## config.mk

```make
export PLATFORM = sky130hd
export DESIGN_NAME = nabp_mapper_lut_arbiter
export DESIGN_NICKNAME = d
export VERILOG_FILES = /design/src/rtl/nabp_mapper_lut_arbiter_pkg.sv /design/src/rtl/nabp_mapper_lut_arbiter_rr.sv /design/src/rtl/nabp_mapper_lut_arbiter.sv
export SDC_FILE = /design/constraint.sdc
export NUM_CORES = 1
export LEC_CHECK = 0
export CORE_MARGIN = 5
export CORE_UTILIZATION = 35
export CTS_CLUSTER_DIAMETER = 150
export DETAILED_ROUTE_END_ITERATION = 8
export PLACE_DENSITY = 0.73
export SYNTH_ARGS = -nofsm -noshare
export SYNTH_HDL_FRONTEND = slang
export SYNTH_HIERARCHICAL = 1
export SYNTH_SLANG_ARGS = --single-unit
```

## constraint.sdc

```tcl
create_clock -name clk -period 4.6 [get_ports clk]
set_input_delay 0.69 -clock clk [delete_from_list [all_inputs] [get_ports clk]]
set_output_delay 0.69 -clock clk [all_outputs]
set_load 0.02 [all_outputs]
```

## src/rtl/nabp_mapper_lut_arbiter_pkg.sv

```systemverilog
// Shared constants and types for the NABP mapper LUT arbiter.
//   kNumRequesters  : mapper lanes sharing the LUT
//   kAngleLength    : angle width; valid angles are 0..kNumAngles-1
//   kAccuPart/Base  : widths of the fixed-point words the LUT returns
//                     (formats are owned by the LUT contents; this block
//                     only moves the bits)
//   kLutLatency     : cycles from the handshake-registered angle to LUT data
//   tag_t           : per-lookup bookkeeping carried alongside the LUT
package nabp_mapper_lut_arbiter_pkg;

  localparam int unsigned kNumRequesters  = 4;
  localparam int unsigned kAngleLength    = 8;
  localparam int unsigned kNumAngles      = 180;
  localparam int unsigned kAccuPartLength = 16;
  localparam int unsigned kAccuBaseLength = 16;
  localparam int unsigned kLutLatency     = 2;
  localparam int unsigned kLaneLength     = $clog2(kNumRequesters);

  typedef logic [kLaneLength-1:0]  lane_t;
  typedef logic [kAngleLength-1:0] angle_t;

  typedef struct packed {
    logic  valid;
    lane_t lane;
    logic  err;
  } tag_t;

  function automatic logic angle_out_of_range(input angle_t angle);
    return angle >= kAngleLength'(kNumAngles);
  endfunction

endpackage

```

## src/rtl/nabp_mapper_lut_arbiter_rr.sv

```systemverilog
// Round-robin one-hot arbiter.
//   clk, reset : system clock, synchronous active-high reset
//   req        : request mask (already filtered for eligibility)
//   grant      : one-hot grant or zero, combinational
//   grant_idx  : index of the granted lane (valid when grant != 0)
// The search starts at the pointer and wraps; the pointer advances to
// granted+1 only on a grant.
module nabp_rr_arbiter #(
  parameter int unsigned kNumRequesters = 4
) (
  input  logic                              clk,
  input  logic                              reset,
  input  logic [kNumRequesters-1:0]         req,
  output logic [kNumRequesters-1:0]         grant,
  output logic [$clog2(kNumRequesters)-1:0] grant_idx
);

  localparam int unsigned kIdxLength = $clog2(kNumRequesters);

  logic [kIdxLength-1:0] ptr;
  logic [kIdxLength-1:0] cand;

  always_comb begin
    grant     = '0;
    grant_idx = '0;
    cand      = '0;
    for (int unsigned off = 0; off < kNumRequesters; off++) begin
      cand = kIdxLength'((32'(ptr) + off) % kNumRequesters);
      if (grant == '0 && req[cand]) begin
        grant[cand] = 1'b1;
        grant_idx   = cand;
      end
    end
  end

  always_ff @(posedge clk) begin
    if (reset) begin
      ptr <= '0;
    end else if (|grant) begin
      ptr <= (32'(grant_idx) == kNumRequesters - 1) ? '0 : grant_idx + 1'b1;
    end
  end

endmodule

```

## src/rtl/nabp_mapper_lut_arbiter.sv

```systemverilog
// Shares one NABP mapper LUT among kNumRequesters mapper lanes.
//   clk, reset          : system clock, synchronous active-high reset
//   req_valid/req_angle : per-lane lookup requests (lane i angle at [i*W +: W])
//   req_ready           : one-hot grant, transfer on valid&ready
//   lut_angle           : registered angle to the LUT
//   lut_accu_part/base  : LUT outputs
//   rsp_valid           : one-hot response strobe per lane
//   rsp_err             : response was for an angle >= kNumAngles
//   rsp_accu_part/base  : registered LUT data (zero on err)
module nabp_mapper_lut_arbiter
  import nabp_mapper_lut_arbiter_pkg::*;
(
  input  logic                                   clk,
  input  logic                                   reset,
  input  logic [kNumRequesters-1:0]              req_valid,
  input  logic [kNumRequesters*kAngleLength-1:0] req_angle,
  output logic [kNumRequesters-1:0]              req_ready,
  output logic [kAngleLength-1:0]                lut_angle,
  input  logic [kAccuPartLength-1:0]             lut_accu_part,
  input  logic [kAccuBaseLength-1:0]             lut_accu_base,
  output logic [kNumRequesters-1:0]              rsp_valid,
  output logic                                   rsp_err,
  output logic [kAccuPartLength-1:0]             rsp_accu_part,
  output logic [kAccuBaseLength-1:0]             rsp_accu_base
);

  logic [kNumRequesters-1:0] outstanding;
  logic [kNumRequesters-1:0] eligible;
  logic [kNumRequesters-1:0] grant;
  lane_t                     grant_idx;
  angle_t                    angle_arr [kNumRequesters];
  angle_t                    grant_angle;
  logic                      grant_any;
  logic                      grant_err;
  tag_t                      tag_pipe [kLutLatency];

  always_comb begin
    for (int unsigned i = 0; i < kNumRequesters; i++) begin
      angle_arr[i] = req_angle[i*kAngleLength +: kAngleLength];
    end
  end

  // Reset masks eligibility so req_ready reads zero while reset is held.
  assign eligible = req_valid & ~outstanding & {kNumRequesters{~reset}};

  nabp_rr_arbiter #(
    .kNumRequesters(kNumRequesters)
  ) u_rr_arbiter (
    .clk       (clk),
    .reset     (reset),
    .req       (eligible),
    .grant     (grant),
    .grant_idx (grant_idx)
  );

  assign req_ready   = grant;
  assign grant_any   = |grant;
  assign grant_angle = angle_arr[grant_idx];
  assign grant_err   = angle_out_of_range(grant_angle);

  // The tag pipeline has kLutLatency explicit stages; the response
  // registers form the final stage, giving 1+kLutLatency in total.
  always_ff @(posedge clk) begin
    if (reset) begin
      lut_angle     <= '0;
      outstanding   <= '0;
      rsp_valid     <= '0;
      rsp_err       <= 1'b0;
      rsp_accu_part <= '0;
      rsp_accu_base <= '0;
      for (int unsigned k = 0; k < kLutLatency; k++) begin
        tag_pipe[k] <= '0;
      end
    end else begin
      if (grant_any && !grant_err) begin
        lut_angle <= grant_angle;
      end
      tag_pipe[0] <= tag_t'{valid: grant_any, lane: grant_idx, err: grant_err};
      for (int unsigned k = 1; k < kLutLatency; k++) begin
        tag_pipe[k] <= tag_pipe[k-1];
      end

      rsp_valid <= '0;
      rsp_err   <= 1'b0;
      if (tag_pipe[kLutLatency-1].valid) begin
        rsp_valid[tag_pipe[kLutLatency-1].lane] <= 1'b1;
        rsp_err       <= tag_pipe[kLutLatency-1].err;
        rsp_accu_part <= tag_pipe[kLutLatency-1].err ? '0 : lut_accu_part;
        rsp_accu_base <= tag_pipe[kLutLatency-1].err ? '0 : lut_accu_base;
      end

      // A lane's flag is still set during its rsp_valid cycle, so the
      // set-wins case cannot actually arise from the arbiter.
      outstanding <= (outstanding & ~rsp_valid) | grant;
    end
  end

endmodule

```

== Yosys cells after proc, flatten, opt, wreduce, memory -nomap -nowiden ==
Memory sizes are Yosys's and may differ from the RTL's.
Index checks and enable logic that the tools add are counted.
Operators by class
  equal/unequal tests: 1
  $lt $le $gt $ge: 12
  bitwise gates (word level): 14
  reductions and logical operators: 15
  add/sub/neg operators: 4
  muxes and demuxes: 37
Operator list (count)
  2-to-1 mux 16 bit: 2
  2-to-1 mux 4 bit: 6
  binary-select mux 8 bit (select 2 bit): 1
  2-to-1 mux 8 bit: 2
  OR 4 bit: 4
  less-than comparator 2 x 3 -> 1 bit (second input constant): 5
  AND 4 bit: 3
  zero test 4 bit: 3
  2-to-1 mux 1 bit: 12
  demux 1 bit (select 2 bit): 5
  greater-or-equal comparator 2 x 1 -> 1 bit (second input constant): 5
  2-to-1 mux 2 bit: 5
  logical AND 1 bit: 9
  binary-select mux 1 bit (select 2 bit): 4
  greater-or-equal comparator 8 bit (second input constant): 1
  NOT 4 bit: 2
  adder 2 x 1 -> 2 bit (second input constant): 2
  adder 2 bit (second input constant): 2
  OR reduction 4 bit: 1
  greater-or-equal comparator 3 bit (second input constant): 1
  NOT 2 -> 3 bit: 1
  == test 2 bit (second input constant): 1
  NOT 1 bit: 2
  OR 1 bit: 2
  other kinds (2): 2
Word-level totals
  output and inout port bits: 49
  memory bits (writable): 8
  bits of input ports: 70
  bits in registers: 51
  memories: 1
  logic and storage cells: 91
Memories
  tag_pipe: words 2, bits a word 4, read ports 2, clocked after Yosys merged registers in 0, write ports 2, RTL line nabp_mapper_lut_arbiter.sv:35  | tag_t tag_pipe [kLutLatency];

== Logic depth before layout (Yosys ltp) ==
  depth in word-level cells: 22
  mapped depth: 14
  mapped depth without buffers: 13

== Modules after synthesis ==
The synthesis kept the hierarchy.
By module, submodules not included
  nabp_mapper_lut_arbiter: seq. area each 1141.1 sq um, area each 2248.4 sq um, instances 1, cells each 239
  nabp_rr_arbiter: seq. area each 40.0 sq um, area each 681.9 sq um, instances 1, cells each 78

== Least setup slack after synthesis ==
No wires, ideal clock.
  path kind: in2reg
  start point: input port reset
  end point: register lut_angle[4]
  path buffers: 2
  setup time: 132 ps
  data required time: 4468 ps
  slack: 536 ps
  arrival: 3931 ps
  stages: 13
  cells stage by stage: clkbuf_1 > nor3b_1 > mux4_2 > a21bo_2 > o221ai_4 > o2111ai_4 > o22a_1 > o21ai_1 > buf_6 > mux4_2 > o2111a_2 > o21ai_1 > a21oi_1
On the way
  longest elaborated chain between the ends: 21
  elaborated cells on any way between the ends: 35
  classes of those cells: order compare (1); mux (19); bitwise (6); reduce/logical (9)
RTL lines
  start, declared: RTL line nabp_mapper_lut_arbiter.sv:14  | input logic reset,
  NOT 1 bit *: RTL line nabp_mapper_lut_arbiter.sv:44  | assign eligible = req_valid & ~outstanding & {kNumRequesters{~reset}};
  AND 4 bit *: RTL line nabp_mapper_lut_arbiter.sv:44
  net eligible[3]: RTL line nabp_mapper_lut_arbiter.sv:28  | logic [kNumRequesters-1:0] eligible;
  binary-select mux 1 bit (select 2 bit): RTL line nabp_mapper_lut_arbiter_rr.sv:29  | if (grant == '0 && req[cand]) begin
  2-to-1 mux 1 bit (implied by the code): RTL line nabp_mapper_lut_arbiter_rr.sv:29
  2-to-1 mux 4 bit: RTL line nabp_mapper_lut_arbiter_rr.sv:29
  zero test 4 bit: RTL line nabp_mapper_lut_arbiter_rr.sv:29
  logical AND 1 bit: RTL line nabp_mapper_lut_arbiter_rr.sv:29
  (+6 left out)
  2-to-1 mux 2 bit *: RTL line nabp_mapper_lut_arbiter_rr.sv:29
  net grant_idx[0]: RTL line nabp_mapper_lut_arbiter.sv:30  | lane_t grant_idx;
  NOT 2 -> 3 bit (implied by the code) *: RTL line nabp_mapper_lut_arbiter.sv:58  | assign grant_angle = angle_arr[grant_idx];
  binary-select mux 8 bit (select 2 bit) *: RTL line nabp_mapper_lut_arbiter.sv:58
  2-to-1 mux 8 bit (implied by the code) * (2 in a row): RTL line nabp_mapper_lut_arbiter.sv:58
  greater-or-equal comparator 8 bit: RTL line nabp_mapper_lut_arbiter_pkg.sv:29  | return angle >= kAngleLength'(kNumAngles);
  zero test 1 bit: RTL line nabp_mapper_lut_arbiter.sv:75  | if (grant_any && !grant_err) begin
  logical AND 1 bit: RTL line nabp_mapper_lut_arbiter.sv:75
  end signal, assigned: RTL line nabp_mapper_lut_arbiter.sv:76  | lut_angle <= grant_angle;
  end, declared: RTL line nabp_mapper_lut_arbiter.sv:18  | output logic [kAngleLength-1:0] lut_angle,
The timed path passes the listed nets; every way through them passes the cells marked *. The select of a mux whose other input is x is not followed.
A chain may end at the register's enable or synchronous reset.

== Worst setup path after layout ==
  start point: input port req_valid[1]
  end point: output port req_ready[1]
On the way
  longest elaborated chain between the ends: 14
  elaborated cells on any way between the ends: 23
  classes of those cells: mux (12); bitwise (5); reduce/logical (6)
RTL lines
  start, declared: RTL line nabp_mapper_lut_arbiter.sv:15  | input logic [kNumRequesters-1:0] req_valid,
  AND 4 bit * (2 in a row): RTL line nabp_mapper_lut_arbiter.sv:44
  net eligible[1]: RTL line nabp_mapper_lut_arbiter.sv:28
  binary-select mux 1 bit (select 2 bit): RTL line nabp_mapper_lut_arbiter_rr.sv:29
  2-to-1 mux 1 bit (implied by the code): RTL line nabp_mapper_lut_arbiter_rr.sv:29
  2-to-1 mux 4 bit: RTL line nabp_mapper_lut_arbiter_rr.sv:29
  zero test 4 bit: RTL line nabp_mapper_lut_arbiter_rr.sv:29
  logical AND 1 bit: RTL line nabp_mapper_lut_arbiter_rr.sv:29
  2-to-1 mux 4 bit: RTL line nabp_mapper_lut_arbiter_rr.sv:29
  zero test 4 bit: RTL line nabp_mapper_lut_arbiter_rr.sv:29
  logical AND 1 bit: RTL line nabp_mapper_lut_arbiter_rr.sv:29
  2-to-1 mux 4 bit: RTL line nabp_mapper_lut_arbiter_rr.sv:29
  zero test 4 bit: RTL line nabp_mapper_lut_arbiter_rr.sv:29
  logical AND 1 bit: RTL line nabp_mapper_lut_arbiter_rr.sv:29
  2-to-1 mux 4 bit *: RTL line nabp_mapper_lut_arbiter_rr.sv:29
  end, declared: RTL line nabp_mapper_lut_arbiter.sv:17  | output logic [kNumRequesters-1:0] req_ready,
Marked as above.

==> summary.txt <==
STA
  – F_max: 0.222 GHz
  – Setup violators final: 0
  – Fin crit share: 97.7%
  – Skew final: 0.0100 ns
  – Slew @ Worst Pin: 0.574 ns
  – Setup TNS: 0 ns
  – Max-slew headroom: 61.8%
  – Slew Viols, Final: 0
  – Fin. Hold Viols: 0
  – Fin crit period: 4.50 ns

Final layout
  – Multi-input gate area: 0.00166 mm^2
  – Most frequent cells in the layout: clkdlybuf4s50_1, dfxtp_1, nor2_1, a21oi_1, nor2b_1
  – Most common cell after layout, fill and taps aside: clkdlybuf4s50_1
  – Core Util, Final: 54.7%
  – Reg area: 0.00118 mm^2
  – Fillers: 758
  – Final antenna diode count: 0
  – Area grow syn2layout: 52.7%
  – Nets: 522
  – Share of cells above drive strength 1: 11.6%

Yosys
  – Syn nets: 394
  – Post-synthesis simple-gate area fraction: 23.1%
  – Synthesis Warnings: 6
  – Post-synth EDFFs: 0
  – Ys flop type: dfxtp_1
  – Average instance area after synthesis: 9.24 um^2
  – Synth Register Bits: 59
  – Mapped Cells: 317
  – Netlist cell types: 56
  – Post-synthesis mux area share: 10.0%
  – Area fraction in compound gates after synthesis: 19.4%
  – Register area share after synthesis: 40.3%
  – Post-Synth XOR/XNOR Area: 0.598%
  – Post-Synth Adder-Cell Area: 2.99%
  – Cell area after synthesis: 0.00293 mm^2
  – Async S/R FF share, synth: 0%
  – Largest family of logic cells by synthesized area: simple AND/OR/NAND/NOR gates

Power and ir drop
  – Leak: 0.00174 uW
  – Pwr/cell area: 571 mW/mm^2
  – Worst vdd ir: 0.311 mV
  – Power Total: 2550 uW

Worst setup path
  – Critical Path RT: 3.91 ns
  – Critical path launch point type: input port
  – Critical R2R Capture: lut_angle[3]$_SDFFE_PP0P_
  – Crit path DAT: 3.81 ns
  – Worst reg2reg setup slack: 0.67 ns
  – CP endpoint kind: primary output
  – CP Class: in2out
  – R2R depth: 12
  – Max FO, Critical Path: 7

Worst hold path
  – Hold Path Origin: tag_pipe[0][3]$_SDFF_PP0_
  – Hold path cells: 1
  – Worst min path class: reg2reg
  – Hold worst-path end: tag_pipe[0][7]$_SDFF_PP0_

Route
  – Initial DRC count: 101
  – Total number of vias: 2797
  – DRC Markers: 0
  – Drt first pass iters: 4
  – Wire length per cell: 14.9 um
  – WL final: 8260 um
  – Via density: 5.05
  – Antenna Nets Post-Route: 0

Floorplan
  – Die X: 102 um
  – Die area: 0.0103 mm^2
  – Die Ht: 102 um
  – Initial Utilization: 35.8%
  – Rows: 33
  – Core area: 0.00818 mm^2
  – Io pins: 119

Clock network
  – Longest Clk Path Bufs: 2
  – CTS Buf Count: 9
  – Clk sinks: 59
  – H-tree levels: 3
  – Root buf cell: clkbuf_8
  – Cts repair resizes: 0
  – Worst-Skew Late Latency: 0.32 ns
  – Clock transition at the registers of the reported paths: 0.06 ns
  – TritonCTS clock tree: built
  – Hold buffer count at CTS: 0
  – Post-CTS Repair Setup Buffers: 0

Place
  – Final Wtd Congestion: 0.957
  – IO Port Bufs: 118
  – DP Wirelength: 6330 um

Global routing
  – GRT Util Overall: 15.8%
  – First-pass GRT wire length: 13100 um
  – Congestion Overflow GR: 0
  – Initial antenna violation count: 0
  – Largest net degree at the start of global routing: 56
  – Number of global-route vias before repair: 2852

Flow run
  – Max cap viols: 0

Run status
  – Outcome: completed
==> registers in the layout, indices dropped and copies added (netlist names), named ones only <==
signal            count
lut_angle             8
outstanding           4
rsp_err               1
rsp_accu_part        16
tag_pipe              8
u_rr_arbiter/ptr      1
rsp_accu_base        16
rsp_valid             4
==> logic make-up (layout without fill, tap and decap cells) <==
logic type      count (synthesis)  after routing
buf+inv                        24            156
mux                            14             14
fa+ha+maj                       7              7
simple gates                  128            128
xor+xnor                        2              2
flops                          59             59
compound gates                 83             83
==> synth_stat cells (3+ instances only) <==
cell       n  area share [%]
mux4_1     4             3.6
o21ai_0    3            0.51
o21ai_1    8             1.4
nor2b_1   39             8.3
nand3_1    7             1.2
a211oi_1   3            0.77
nor3b_1    6             1.5
inv_1      9             1.2
nor2_1    47             6.0
a21oi_1   43             7.3
ha_1       7             3.0
o211a_1    3             1.0
mux4_2     7             5.4
nand2_1   10             1.3
dfxtp_1   59              40
clkbuf_1  10             1.3
nand2b_1   3            0.64
nor3_1     3            0.51
==> metal layers <==
metal | up-vias | track usage [%] | wire [um] | part of all wire (%)
met5 | - | 0 | 0 | 0
met4 | 0 | 5.93 | 115 | 1.4
met3 | 10 | 3.58 | 621 | 7.5
met2 | 105 | 26.4 | 4180 | 51
met1 | 1296 | 19.8 | 3340 | 40
li1 | 1386 | - | - | -
==> through the flow <==
stage                     cells  setup slack (ns)  cell area, um^2  hold slack [ns]
after CTS                   554            0.0987             4460            0.439
after detailed placement    539           0.00287             4270            0.425
after floorplan             317             0.536             2930            0.414
final                       554             0.104             4470            0.437
after global routing        554           -0.0165             4470            0.454
after global placement      539             0.121             4270            0.426
==> worst max path at each step <==
stage | from | end | depth (start not counted)
floorplan | reset | lut_angle[4]$_SDFFE_PP0P_ | 13
global placement | req_valid[1] | lut_angle[4]$_SDFFE_PP0P_ | 13
detailed placement | req_valid[1] | lut_angle[4]$_SDFFE_PP0P_ | 12
CTS | req_valid[1] | req_ready[1] | 9
global route | req_valid[1] | req_ready[1] | 10
finish | req_valid[1] | req_ready[1] | 10
==> critical path: stages <==
cell and delay (ns):
clkdlybuf4s50_1 0.41, nor3b_2 0.19, mux4_2 0.54, buf_4 0.18, nand3b_4 0.19, a211oi_2 0.31, o2111ai_4 0.20, nor2_1 0.21
a221o_1 0.25, clkdlybuf4s50_1 0.63
==> cell type report <==
cell class / instances / area share, %
Inverter: 9 / 0.755
Timing Repair Buffer: 132 / 28.6
Multi-Input combinational cell: 234 / 37.0
Tap cell: 105 / 2.94
Clock inverter: 5 / 1.20
Clock buffer: 10 / 3.08
Sequential cell: 59 / 26.4
==> report_power, final <==
part           switching, uW  internal [uW]
logic                    781            668
clock network            197            260
registers               42.9            605
Note: power is estimated with default switching activity, not from simulation.
